[src/rtl/int_ctrl_if.sv]
// int_ctrl_if: request/acknowledge bus between the interrupt controller and the control unit
interface int_ctrl_if #(parameter int NIRQ = 4);
  logic [NIRQ-1:0] irq;
  logic            mask_we;
  logic [NIRQ-1:0] mask_wd;
  logic            ien_set;
  logic            ien_clr;
  logic            int_ack;
  logic            reti;
  logic            int_req;
  logic [9:0]      int_vec;
  logic            in_service;
  logic [NIRQ-1:0] pending;
  modport master (
    output irq, mask_we, mask_wd, ien_set, ien_clr, int_ack, reti,
    input  int_req, int_vec, in_service, pending
  );
  modport slave (
    input  irq, mask_we, mask_wd, ien_set, ien_clr, int_ack, reti,
    output int_req, int_vec, in_service, pending
  );
endinterface

[src/rtl/int_ctrl.sv]
// int_ctrl: prioritised vectored interrupt controller; define INT_EDGE_EN for edge-latched pending flags (level-following otherwise)
module int_ctrl #(
  parameter int         NIRQ     = 4,
  parameter logic [9:0] VEC_BASE = 10'h3F0
) (
  input logic       clk,
  input logic       reset,
  int_ctrl_if.slave bus
);
  typedef enum logic [1:0] {IDLE, REQ, SERVICE} state_t;
  state_t          state, state_nxt;
  logic [1:0]      id, id_nxt, pick;
  logic [NIRQ-1:0] s1, s2, pend, pend_nxt, mask, active;
  logic            ien, ien_nxt, ack;
`ifdef INT_EDGE_EN
  logic [NIRQ-1:0] s3;
`endif
  assign active = pend & mask;
  assign ack    = state == REQ && bus.int_ack;
  // lowest-index enabled pending line wins arbitration
  always_comb begin
    pick = '0;
    for (int i = NIRQ - 1; i >= 0; i--) if (active[i]) pick = 2'(i);
  end
  // next state, latched line id and global enable; disable beats every set source
  always_comb begin
    state_nxt = state;
    id_nxt    = id;
    ien_nxt   = !bus.ien_clr && !ack && (bus.ien_set || ien || (state == SERVICE && bus.reti));
    if (state == IDLE && ien && |active) begin
      state_nxt = REQ;
      id_nxt    = pick;
    end
    if (ack) state_nxt = SERVICE;
    else if (state == REQ && bus.ien_clr) state_nxt = IDLE;
    if (state == SERVICE && bus.reti) state_nxt = IDLE;
  end
  // pending flags: a fresh edge outranks the acknowledge clear in the same cycle
  always_comb begin
`ifdef INT_EDGE_EN
    pend_nxt = (pend & ~(ack ? NIRQ'(1) << id : '0)) | (s2 & ~s3);
`else
    pend_nxt = s2;
`endif
  end
  // all state, including the irq synchronizers, clears asynchronously on reset
  always_ff @(posedge clk or posedge reset) begin
    if (reset) begin
      state <= IDLE;
      id    <= '0;
      s1    <= '0;
      s2    <= '0;
      pend  <= '0;
      mask  <= '0;
      ien   <= 1'b0;
`ifdef INT_EDGE_EN
      s3    <= '0;
`endif
    end else begin
      state <= state_nxt;
      id    <= id_nxt;
      s1    <= bus.irq;
      s2    <= s1;
      pend  <= pend_nxt;
      mask  <= bus.mask_we ? bus.mask_wd : mask;
      ien   <= ien_nxt;
`ifdef INT_EDGE_EN
      s3    <= s2;
`endif
    end
  end
  assign bus.int_req    = state == REQ;
  assign bus.in_service = state == SERVICE;
  assign bus.int_vec    = state == REQ ? VEC_BASE + {6'b0, id, 2'b00} : VEC_BASE;
  assign bus.pending    = pend;
endmodule

[src/flat_wrapper.sv]
// flat-port wrapper written by rule: the top's interface ports become plain ports
module int_ctrl_flat 
#(
  parameter int         NIRQ     = 4,
  parameter logic [9:0] VEC_BASE = 10'h3F0
)
  (clk, reset, bus_irq, bus_mask_we, bus_mask_wd, bus_ien_set, bus_ien_clr, bus_int_ack, bus_reti, bus_int_req, bus_int_vec, bus_in_service, bus_pending);
  int_ctrl_if #(.NIRQ(NIRQ)) bus_i ();
  input logic clk;
  input logic reset;
  input wire logic [$bits(bus_i.irq)-1:0] bus_irq;
  input wire logic [$bits(bus_i.mask_we)-1:0] bus_mask_we;
  input wire logic [$bits(bus_i.mask_wd)-1:0] bus_mask_wd;
  input wire logic [$bits(bus_i.ien_set)-1:0] bus_ien_set;
  input wire logic [$bits(bus_i.ien_clr)-1:0] bus_ien_clr;
  input wire logic [$bits(bus_i.int_ack)-1:0] bus_int_ack;
  input wire logic [$bits(bus_i.reti)-1:0] bus_reti;
  output wire logic [$bits(bus_i.int_req)-1:0] bus_int_req;
  output wire logic [$bits(bus_i.int_vec)-1:0] bus_int_vec;
  output wire logic [$bits(bus_i.in_service)-1:0] bus_in_service;
  output wire logic [$bits(bus_i.pending)-1:0] bus_pending;
  assign bus_i.irq = bus_irq;
  assign bus_i.mask_we = bus_mask_we;
  assign bus_i.mask_wd = bus_mask_wd;
  assign bus_i.ien_set = bus_ien_set;
  assign bus_i.ien_clr = bus_ien_clr;
  assign bus_i.int_ack = bus_int_ack;
  assign bus_i.reti = bus_reti;
  assign bus_int_req = bus_i.int_req;
  assign bus_int_vec = bus_i.int_vec;
  assign bus_in_service = bus_i.in_service;
  assign bus_pending = bus_i.pending;
  int_ctrl #(.NIRQ(NIRQ), .VEC_BASE(VEC_BASE)) u_core (.clk(clk), .reset(reset), .bus(bus_i));
endmodule
[config.mk]
export PLATFORM = sky130hd
export DESIGN_NAME = int_ctrl_flat
export DESIGN_NICKNAME = d
export VERILOG_FILES = /design/src/rtl/int_ctrl_if.sv /design/src/rtl/int_ctrl.sv /design/src/flat_wrapper.sv
export SDC_FILE = /design/constraint.sdc
export NUM_CORES = 1
export LEC_CHECK = 0
export CAP_MARGIN = 15
export CORE_MARGIN = 1.5
export CORE_UTILIZATION = 52
export CTS_CLUSTER_SIZE = 20
export DETAILED_ROUTE_END_ITERATION = 7
export DONT_BUFFER_PORTS = 1
export PLACE_DENSITY = 0.7
export SLEW_MARGIN = 5
export SYNTH_ARGS = -nofsm -noshare
export SYNTH_HDL_FRONTEND = slang
export SYNTH_SLANG_ARGS = --single-unit
export TNS_END_PERCENT = 50
[constraint.sdc]
create_clock -name clk -period 1.1 [get_ports clk]
set_input_delay 0.22 -clock clk [delete_from_list [all_inputs] [get_ports clk]]
set_output_delay 0.22 -clock clk [all_outputs]
set_load 0.05 [all_outputs]
Yosys cells after proc, flatten, opt, wreduce, memory -nomap -nowiden:

Index checks and enable logic that the tools add are counted.

* register bits: 21
* bits of input ports: 15
* output and inout bits: 16

* add/subtract/negate cells: 1
* equality and inequality tests: 2
* multiplexer cells: 9
* bitwise logic cells: 1
* reductions and logical operators: 14

Operator list (number)
* $mux 2: 8
* $mux 10: 1
* $logic_and 1x1->1: 7
* $add 5x5->6 const A: 1
* $and 4x4->4: 1
* $reduce_bool 4->1: 1
* $reduce_or 4->1: 1
* $eq 2x1->1 const B: 1
* $eq 2x2->1 const B: 1
* $logic_not 1->1: 2
* $logic_not 2->1: 1
* $logic_or 1x1->1: 2

Longest topological paths before layout:

Gate-level depths: netlist of run 1.

* depth after elaboration: 7
* depth in mapped cells: 3

Worst setup path before layout of run 1:

Ideal clock, no wire load.

* path type: register -> output
* start point: reg u_core.state[0]
* end point: out bus_int_vec[2]
* arrival time: 1.490 ns
* path slack: -0.610 ns
* cell stages (with the launch flop): 3
* path buffers: 0
* cells stage by stage: dfrtp_1 nor2b_2 and2_1

* word-level cells in the longest chain between the ends: 2

Ends and longest elaborated chain
* start, declared: line int_ctrl.sv:11 `state_t state, state_nxt;`
* start signal, assigned: line int_ctrl.sv:60 `state <= state_nxt;`
* $eq 2x1->1
* via bus_int_req: line flat_wrapper.sv:18 `output wire logic [$bits(bus_i.int_req)-1:0] bus_int_req;`
* $mux 10: line int_ctrl.sv:74 `assign bus.int_vec = state == REQ ? VEC_BASE + {6'b0, id, 2'b00} : VEC_BASE;`
* end, declared: line flat_wrapper.sv:19 `output wire logic [$bits(bus_i.int_vec)-1:0] bus_int_vec;`

The timed path passes the listed nets, and every way through them passes these cells.

Final worst setup path of run 1:

* start point: reg u_core.state[1]
* end point: out bus_int_vec[3]

* word-level cells in the longest chain between the ends: 2

Ends and longest elaborated chain (line)
* $eq 2x1->1: int_ctrl.sv:74
* $mux 10: int_ctrl.sv:74

Every way passes these cells.

==> impl_results.md, run 1 <==
* Run status: finished with violations
* Failing checks: setup timing
* Int Power at 1.41 mW
* Drt wl/cell at between 10 and 15 um
* All-Layer GR Usage at 14.2%
* Largest family of logic cells by synthesized area: simple AND/OR/NAND/NOR gates
* Drt drc at 0
* CP max-delay cell: dfrtp_2
* Crit Path Category: reg2out
* Fin crit share at 121%
* Post-layout util at 70.4%
* Worst path required time at 880 ps
* Max Clock Freq at about 750 MHz
* TritonCTS clock tree: built
* Number of synthesized flops with an enable pin at 0
* Largest area contributor in the netlist: dfrtp_1
* DP HPWL at around 820 um
* Reg power frac at ~44%
* Clk Latency, worst-skew pair at 300 ps
* Post-synthesis sequential area ratio at 63.8%
* XOR/XNOR share of the synthesized area at 0%
* Post-layout minimum cycle time at 1330 ps
* Setup TNS at -1150 ps
* Synth warn at 0
* R2r setup slk at -70 ps
* Fill count at around 110
* Die Wd at between 40 and 50 um
* Finished Cell Area at 1050 um^2
* Rows at 14
* TritonRoute pass-1 iters at 2
* Delay of the slowest critical-path stage at 440 ps
* Crit. End Element: output pin
* Final setup vio count at 10
* Vias in the first global route at 478
* First-pass GRT wire length at 1860 um
* Clock transition at path regs at between 100 and 150 ps
* Share of layout cells above drive strength 1 at 40.2%
* Die Y at 42.8 um
* Clock power frac at between 10% and 20%
* Initial antenna violation count at 0
* Post-synth top cells: dfrtp_1 (21), buf_4 (8), a21oi_1 (6)
* Worst VDD drop at 1.33 mV
* Crit path cell chain: nor2b_4, and2_4
* #FFs+latches synth at 21
* Antenna fix cells at 0
* Post-synth top flop: dfrtp_1
* Syn_area_per_cell at 13.5 um^2
* Sw Ratio at 36.7%
* Post-synth top area share at 63.8%
* Die area at 1830 um^2
* Placed instance area at 916 um^2
* Final hold violations at 0
* Starting Density at roughly 55%
* DR iter-0 viols at 9
* CP bufs+invs at 0
* Post-synthesis adder-cell area fraction at 0%
* Final wirelength at 1150 um
* Most frequent cell after synthesis: dfrtp_1
* Ys async rst share at 100%
* Switch Pwr at between 0.8 and 0.9 mW
* Slew Limit Fails at 0
* Comb power frac at 39.5%
* Leakage at slightly below 0.5 nW
* Synth Instances at 61
* Port Buffer Count at 0
* Startpoint Class: flip-flop
* Synth Area in Compound Gates at approximately a tenth
* Finished Layout Cells at 98
* Global route overflow at 0
* Clk root buf: clkbuf_4
* Layout area overhead at 27.4%
* Post-detailed-route via-to-cell ratio at between 4 and 5
* RePlAce Congestion at 0.698
* Max-cap viol count at 0
* Proportion of synthesized area in mux cells at 5.47%
* Max FO, Critical Path at 3
* Setup WS post-layout at -232 ps
* Mapped Area at just over 800 um^2
* Final Net Count at 98
* Total core area at about 1500 um^2
* Setup Skew at 1.33 ps
* Ports at 31
* Total CTS buffers at 3
* CP delay by family, top: flip-flops
* Remaining antenna violation count after routing at 0
* Simple-gate portion of the synthesized area at 11.4%
* Hold Path Class: in2reg
* RSZ-0062 raised after global routing: yes
* Pin count of the biggest net entering global routing at 22
* Yosys cell types at 20
* Top post-synthesis cells by area: dfrtp_1 (64%), buf_4 (7.3%), mux2_2 (5.5%)
* Clock Tree Buf Depth at 2
* Cell Pwr Density at ~2100 nW/um^2
* Crit path DAT at 1110 ps
* Via count at 484
* TritonCTS Sinks at 21
* Dpl cells at 86
* Htree depth at 1
==> final timing paths <==
| kind | from | cells past startpoint | endpoint |
|---|---|---|---|
| min in group asynchronous | reset | 3 | u_core.pend_nxt[0] |
| worst max register to register | u_core.state[0] | 4 | u_core.id[1] |
| worst min register to register | u_core.pend_nxt[3] | 0 | u_core.bus.pending[3] |
| worst min-delay path | bus_int_ack | 2 | u_core.state[1] |
| worst max-delay path | u_core.state[1] | 2 | bus_int_vec[3] |
| max in group asynchronous | reset | 3 | u_core.state[0] |
==> metrics by stage <==
stage / worst slack [ps] / power, mW / hold slack, ps
4_1_cts: -252 / 2.23 / 53.1
2_1_floorplan: -207 / 1.61 / 196
3_3_place_gp: 8.80 / 1.78 / 148
6_report: -232 / 2.22 / 59.0
5_1_grt: -285 / 2.35 / 30.0
3_5_place_dp: -7.95 / 1.79 / 152
==> metal layers <==
| metal | GRT usage (%) | share of wire [%] |
|---|---|---|
| met5 | 0 | 0 |
| met4 | 6.88 | 1.0 |
| met3 | 8.09 | 8.3 |
| met2 | 20.9 | 49 |
| met1 | 16.4 | 41 |
==> timing repair <==
action,in CTS,in global routing
endpoints found under the hold margin,26,0
buffers inserted,2,0
pin swaps,1,3
endpoints found under the setup margin,9,12
gates resized for setup,5,3
hold buffers,6,0
==> registers in the layout, summed over array words and instances (netlist names) <==
signal and flops:
u_core.bus.pending 4, u_core.mask 4, u_core.ien 1, u_core.id 2, u_core.pend_nxt 4, u_core.state 2
u_core.s1 4
==> area by class of cell <==
| class | count | area, um^2 | share of cell area [%] |
|---|---|---|---|
| Clock inverter | 1 | 7.51 | 0.716 |
| Inverter | 1 | 3.75 | 0.358 |
| Clock buffer | 3 | 22.5 | 2.15 |
| Sequential cell | 21 | 529 | 50.5 |
| Timing Repair Buffer | 19 | 193 | 18.4 |
| Multi-Input combinational cell | 37 | 273 | 26.0 |
| Tap cell | 16 | 20.0 | 1.91 |
==> cells by family after synthesis <==
| group | Yosys count |
|---|---|
| AOI/OAI and AO/OA | 13 |
| buffers and inverters | 9 |
| other | 2 |
| and+or+nand+nor | 12 |
| muxes | 4 |
| DFF | 21 |
==> cell usage in the layout, fill, tap and decap left out, types with 2 or more instances in the layout <==
master         count
a21oi_1            5
a22o_1             2
and2_4             2
buf_4              7
buf_6              4
clkbuf_4           3
conb_1             8
dfrtp_1           18
dfrtp_2            3
dlygate4sd3_1      6
mux2_2             4
nand2_1            3
==> power by group through the flow <==
stage | logic, mW | registers (mW) | clock network (mW)
after floorplan | 0.572 | 1.03 | 0
after global placement | 0.751 | 1.02 | 0
after detailed placement | 0.762 | 1.03 | 0
after CTS | 0.871 | 0.978 | 0.379
after global routing | 0.936 | 0.996 | 0.421
final | 0.877 | 0.981 | 0.361
Note: power is estimated with default switching activity, not from simulation.
==> run 2, diff against run 1 <==
--- a/config.mk
+++ b/config.mk
@@ -11,6 +11,7 @@
 export CTS_CLUSTER_SIZE = 20
 export DETAILED_ROUTE_END_ITERATION = 7
 export DONT_BUFFER_PORTS = 1
+export HOLD_SLACK_MARGIN = 0.15
 export PLACE_DENSITY = 0.7
 export SLEW_MARGIN = 5
 export SYNTH_ARGS = -nofsm -noshare
==> impl_results.md, run 2 (synthesized netlist as in run 1, its figures left out) <==
* Fin crit share at 121% (about the same)
* WHS Endpoint: u_core.state[1] (unchanged)
* RePlAce Congestion at 0.698 (unchanged)
* Run status: finished with violations (unchanged)
* Slew Limit Fails at 0 (unchanged)
* Hold Path Class: in2reg (unchanged)
* Die Wd at 42.8 um (unchanged)
* Ports at 31 (unchanged)
* Total CTS buffers at 3 (unchanged)
* Clk Latency, worst-skew pair at 300 ps (about the same)
* Drt wl/cell at 12.2 um (was 11.8 um)
* Share of layout cells above drive strength 1 at 37.1% (was 40.2%)
* Htree depth at 1 (unchanged)
* Antenna fix cells at 0 (unchanged)
* Crit Path Category: reg2out (unchanged)
* Starting Density at 55.3% (unchanged)
* R2R depth at 4 (unchanged)
* Commonest non-fill, non-tap cells in the layout: dfrtp_1 (18), dlygate4sd3_1 (13), conb_1 (8) (was dfrtp_1 (18), conb_1 (8), buf_4 (7))
* Startpoint Class: flip-flop (unchanged)
* Total core area at 1490 um^2 (unchanged)
* TritonCTS clock tree: built (unchanged)
* TritonRoute pass-1 iters at 2 (unchanged)
* Cell Pwr Density at 2010 nW/um^2 (was 2120 nW/um^2)
* RR Endpoint: u_core.id[1] (unchanged)
* Worst VDD drop at 1.33 mV (about the same)
* TritonCTS Sinks at 21 (unchanged)
* Dpl cells at 86 (unchanged)
* Total power at 2.25 mW (was 2.22 mW)
* R2r setup slk at -70 ps (about the same)
* Finished Layout Cells at 105 (was 98)
* All-Layer GR Usage at 16.2% (was 14.2%)
* Leakage at 0.515 nW (was 0.486 nW)
* Max FO, Critical Path at 3 (unchanged)
* Worst path required time at 880 ps (about the same)
* Clock Tree Buf Depth at 2 (unchanged)
* Max Clock Freq at 752 MHz (was 751 MHz)
* Clock transition at path regs at 110 ps (about the same)
* Initial antenna violation count at 0 (unchanged)
* Failing checks: setup timing (unchanged)
* Crit. End Element: output pin (unchanged)
* Final Net Count at 105 (was 98)
* Vias in the first global route at 531 (was 478)
* Remaining antenna violation count after routing at 0 (unchanged)
* RSZ-0062 raised after global routing: yes (unchanged)
* Final hold violations at 0 (unchanged)
* HP Start: bus_reti (was bus_int_ack)
* Die Y at 42.8 um (unchanged)
* Port Buffer Count at 0 (unchanged)
* Rows at 14 (unchanged)
* Via count at 513 (was 484)
* Drt drc at 0 (unchanged)
* Setup Skew at 4.63 ps (was 1.33 ps)
* Worst r2r src: u_core.state[0] (unchanged)
* DR iter-0 viols at 7 (was 9)
* Setup WS post-layout at -230 ps (was -232 ps)
* Hold path depth at 2 (unchanged)
* Most common cell after layout, fill and taps aside: dfrtp_1 (unchanged)
* DP HPWL at 819 um (unchanged)
* Global route overflow at 0 (unchanged)
* Max-cap viol count at 0 (unchanged)
* Pin count of the biggest net entering global routing at 22 (unchanged)
* Post-layout minimum cycle time at 1330 ps (about the same)
* Die area at 1830 um^2 (unchanged)
* Layout area overhead at 35.9% (was 27.4%)
* Final setup vio count at 10 (unchanged)
* Post-detailed-route via-to-cell ratio at 4.89 (was 4.94)
* Clk root buf: clkbuf_4 (unchanged)
* Fill count at 94 (was 109)
* Crit path DAT at 1110 ps (about the same)
* Final wirelength at 1280 um (was 1150 um)
* First-pass GRT wire length at 2170 um (was 1860 um)
[run 2: changes by cell type in the layout (fill, tap and decap cells not counted), sizes merged]
| cell | before | now |
|---|---|---|
| dlygate4sd3 | 6 | 13 |
[run 2: critical path: stages (launching register included)]
cell and delay (ps):
dfrtp_2 440, nor2b_4 130, and2_4 240
[run 2: worst max path at each step]
stage / startpoint / end / slack [ps] / cells after the start
6_report: u_core.state[1] / bus_int_vec[3] / -230 / 2
5_1_grt: u_core.state[1] / bus_int_vec[2] / -290 / 2
4_1_cts: u_core.state[1] / bus_int_vec[3] / -250 / 2
3_5_place_dp: u_core.bus.pending[3] / u_core.state[0] / -8 / 3
3_3_place_gp: u_core.bus.pending[3] / u_core.state[0] / 9 / 3
2_1_floorplan: u_core.bus.pending[2] / u_core.state[0] / -210 / 3
[run 2: where the power goes]
part | internal (mW) | switching, mW | total (mW)
combinational | 0.391 | 0.512 | 0.903
clock | 0.139 | 0.224 | 0.363
sequential | 0.894 | 0.0894 | 0.983
[run 2: cell type report]
cell class	count	area, um^2	area share [%]
clock buffer	3	22.5	2.01
clock inverter	1	7.51	0.671
inverter	1	3.75	0.336
multi-input combinational	37	273	24.4
sequential	21	529	47.3
tap	16	20.0	1.79
timing repair buffer	26	263	23.5
[run 2: what timing repair did]
item | CTS | global route
resized for setup | 5 | 3
hold endpoints to repair | 31 | 0
pin swaps | 1 | 4
endpoints found under the setup margin | 9 | 12
hold buffers | 13 | 0
buffers inserted | 2 | 0
[run 2: stage by stage]
stage,utilization (%),TNS [ps],setup WS [ps],hold slack [ps],area [um^2]
global placement,61.5,0,8.80,148,916
floorplan,-,-907,-207,196,861
finish,75.1,-1150,-230,154,1120
CTS,74.4,-1220,-252,151,1110
detailed placement,61.5,-7.95,-7.95,152,916
global route,75.1,-1750,-288,156,1120
[run 2: routing by layer]
layer	GRT usage, %	up-vias	part of all wire, %
li1	-	248	-
met4	6.88	0	0.94
met1	19.9	245	41
met5	0	-	0
met2	24.2	18	50
met3	8.09	2	7.3
==> run 3, diff against run 2 <==
--- a/config.mk
+++ b/config.mk
@@ -7,12 +7,11 @@
 export LEC_CHECK = 0
 export CAP_MARGIN = 15
 export CORE_MARGIN = 1.5
-export CORE_UTILIZATION = 52
+export CORE_UTILIZATION = 50
 export CTS_CLUSTER_SIZE = 20
 export DETAILED_ROUTE_END_ITERATION = 7
 export DONT_BUFFER_PORTS = 1
 export HOLD_SLACK_MARGIN = 0.15
-export PLACE_DENSITY = 0.7
 export SLEW_MARGIN = 5
 export SYNTH_ARGS = -nofsm -noshare
 export SYNTH_HDL_FRONTEND = slang
==> constraint.sdc (replaced) <==
create_clock -name clk -period 1.6 [get_ports clk]
set_input_delay 0.32 -clock clk [delete_from_list [all_inputs] [get_ports clk]]
set_output_delay 0.32 -clock clk [all_outputs]
set_load 0.05 [all_outputs]
==> impl_results.md, run 3 (synthesized netlist as in run 1, its figures left out) <==
* Run status: finished clean (was finished with violations)
* Via count at 492 (was 513)
* Rows at 14 (unchanged)
* Finished Layout Cells at 97 (was 105)
* HP Start: bus_mask_wd[2] (was bus_reti)
* Clock Tree Buf Depth at 2 (unchanged)
* Worst path required time at 1280 ps (was 880 ps)
* Finished Cell Area at 1010 um^2 (was 1120 um^2)
* TritonCTS clock tree: built (unchanged)
* Fin crit share at 95.0%
* Multi-input logic area at 265 um^2 (was 273 um^2)
* Crit. End Element: output pin (unchanged)
* R2R depth at 5 (was 4)
* Reg area at 528 um^2 (was 529 um^2)
* Antenna fix cells at 0 (unchanged)
* Final wirelength at 1210 um (was 1280 um)
* Worst VDD drop at 0.725 mV (was 1.33 mV)
* Htree depth at 1 (unchanged)
* Starting Density at 54.0% (was 55.3%)
* First-pass GRT wire length at 1950 um (was 2170 um)
* Fill count at 118 (was 94)
* RePlAce Congestion at 0.650 (was 0.698)
* Crit path cell chain: nor2b_4, and2_2 (was nor2b_4, and2_4)
* Die Y at 43.6 um (was 42.8 um)
* Die area at 1900 um^2 (was 1830 um^2)
* Total core area at 1520 um^2 (was 1490 um^2)
* Post-layout util at 66.3% (was 75.1%)
* Startpoint Class: flip-flop (unchanged)
* Crit path DAT at 1200 ps (was 1110 ps)
* Crit Path Category: reg2out (unchanged)
* Drt wl/cell at 12.5 um (was 12.2 um)
* Initial antenna violation count at 0 (unchanged)
* Leakage at 0.477 nW (was 0.515 nW)
* Commonest non-fill, non-tap cells in the layout: dfrtp_1 (19), buf_4 (10), conb_1 (8) (was dfrtp_1 (18), dlygate4sd3_1 (13), conb_1 (8))
* RR Endpoint: u_core.id[0] (was u_core.id[1])
* Max FO, Critical Path at 6 (was 3)
* Comb power frac at 38.7% (was 40.2%)
* Dpl cells at 83 (was 86)
* CP max-delay cell: dfrtp_2 (unchanged)
* Delay of the slowest critical-path stage at 470 ps (was 440 ps)
* DP HPWL at 888 um (was 819 um)
* Max-cap viol count at 0 (unchanged)
* TritonRoute pass-1 iters at 3 (was 2)
* Max Clock Freq at approximately 660 MHz
* RSZ-0062 raised after global routing: no (was yes)
* Hold Path Class: in2reg (unchanged)
* Final hold violations at 0 (unchanged)
* Slew Limit Fails at 0 (unchanged)
* Setup TNS at 0 ps (was -1150 ps)
* Ports at 31 (unchanged)
* Share of layout cells above drive strength 1 at 34.6% (was 37.1%)
* Switch Pwr at 0.547 mW (was 0.826 mW)
* WHS Endpoint: u_core.mask[2] (was u_core.state[1])
* Total CTS buffers at 3 (unchanged)
* All-Layer GR Usage at 14.3% (was 16.2%)
* Die Wd at 43.6 um (was 42.8 um)
* Reg power frac at 45.0% (was 43.7%)
* Drt drc at 0 (unchanged)
* Clock power frac at 16.3% (was 16.1%)
* Pin count of the biggest net entering global routing at 22 (unchanged)
* Layout area overhead at 22.6% (was 35.9%)
* Cell Pwr Density at 1480 nW/um^2 (was 2010 nW/um^2)
* Vias in the first global route at 486 (was 531)
* Int Power at 0.947 mW (was 1.42 mW)
* Total power at 1.49 mW (was 2.25 mW)
* Remaining antenna violation count after routing at 0 (unchanged)
* Worst r2r src: u_core.state[0] (unchanged)
* R2r setup slk at 370 ps (was -70 ps)
* Placed instance area at 885 um^2 (was 916 um^2)
* Global route overflow at 0 (unchanged)
* TritonCTS Sinks at 21 (unchanged)
* Clk Latency, worst-skew pair at 290 ps (was 300 ps)
* Sw Ratio at 36.6% (was 36.7%)
* Clk root buf: clkbuf_4 (unchanged)
* Hold path depth at 1 (was 2)
* DR iter-0 viols at 4 (was 7)
* Clock transition at path regs at 110 ps (about the same)
* Port Buffer Count at 0 (unchanged)
* Setup Skew at 2.44 ps (was 4.63 ps)
* Final Net Count at 97 (was 105)
* Post-layout minimum cycle time at 1520 ps
* Post-detailed-route via-to-cell ratio at 5.07 (was 4.89)
* Most common cell after layout, fill and taps aside: dfrtp_1 (unchanged)
* Final setup vio count at 0 (was 10)
run 3: what timing repair did:
item | CTS | global route
hold endpoints to repair | 26 | 1
gates cloned | 0 | 0
gates resized for setup | 1 | 2
setup endpoints to repair | 2 | 2
hold buffers | 6 | 1
buffers inserted | 0 | 3
run 3: metal layers:
layer / vias to the layer above / track usage (%) / share of wire, %
li1: 232 / - / -
met1: 237 / 15.7 / 42
met2: 21 / 25.6 / 52
met3: 2 / 4.17 / 5.4
met4: 0 / 5.45 / 0.58
met5: - / 0 / 0
run 3: final cells by class:
class | count | area share, %
Inverter | 1 | 0.372
Tap cell | 16 | 1.98
Timing Repair Buffer | 18 | 16.4
Multi-Input combinational cell | 37 | 26.3
Clock inverter | 1 | 0.496
Clock buffer | 3 | 2.23
Sequential cell | 21 | 52.3
run 3: critical path: cells and delay by family (launching register included):
kind | cells | cell delay, ps
flip-flops | 1 | 470
AND/OR/NAND/NOR | 2 | 440
run 3: worst max-delay path by stage:
stage	startpoint	end	slack, ps
6_report	u_core.state[1]	bus_int_vec[2]	80
5_1_grt	u_core.state[1]	bus_int_vec[2]	20
4_1_cts	u_core.state[1]	bus_int_vec[3]	5
3_5_place_dp	u_core.state[0]	bus_int_vec[3]	270
3_3_place_gp	u_core.state[0]	bus_int_vec[3]	310
2_1_floorplan	u_core.state[0]	bus_int_vec[3]	-30
run 3: per-stage QoR:
stage	worst slack [ps]	hold slack, ps
6_report	79.3	166
5_1_grt	19.2	151
4_1_cts	4.66	157
3_5_place_dp	273	255
3_3_place_gp	314	253
2_1_floorplan	-26.3	297
run 3: power by group through the flow:
stage | combinational, mW | sequential (mW) | clock [mW]
detailed placement | 0.482 | 0.706 | 0
finish | 0.578 | 0.672 | 0.244
global route | 0.614 | 0.680 | 0.274
CTS | 0.494 | 0.697 | 0.256
global placement | 0.476 | 0.699 | 0
floorplan | 0.377 | 0.704 | 0
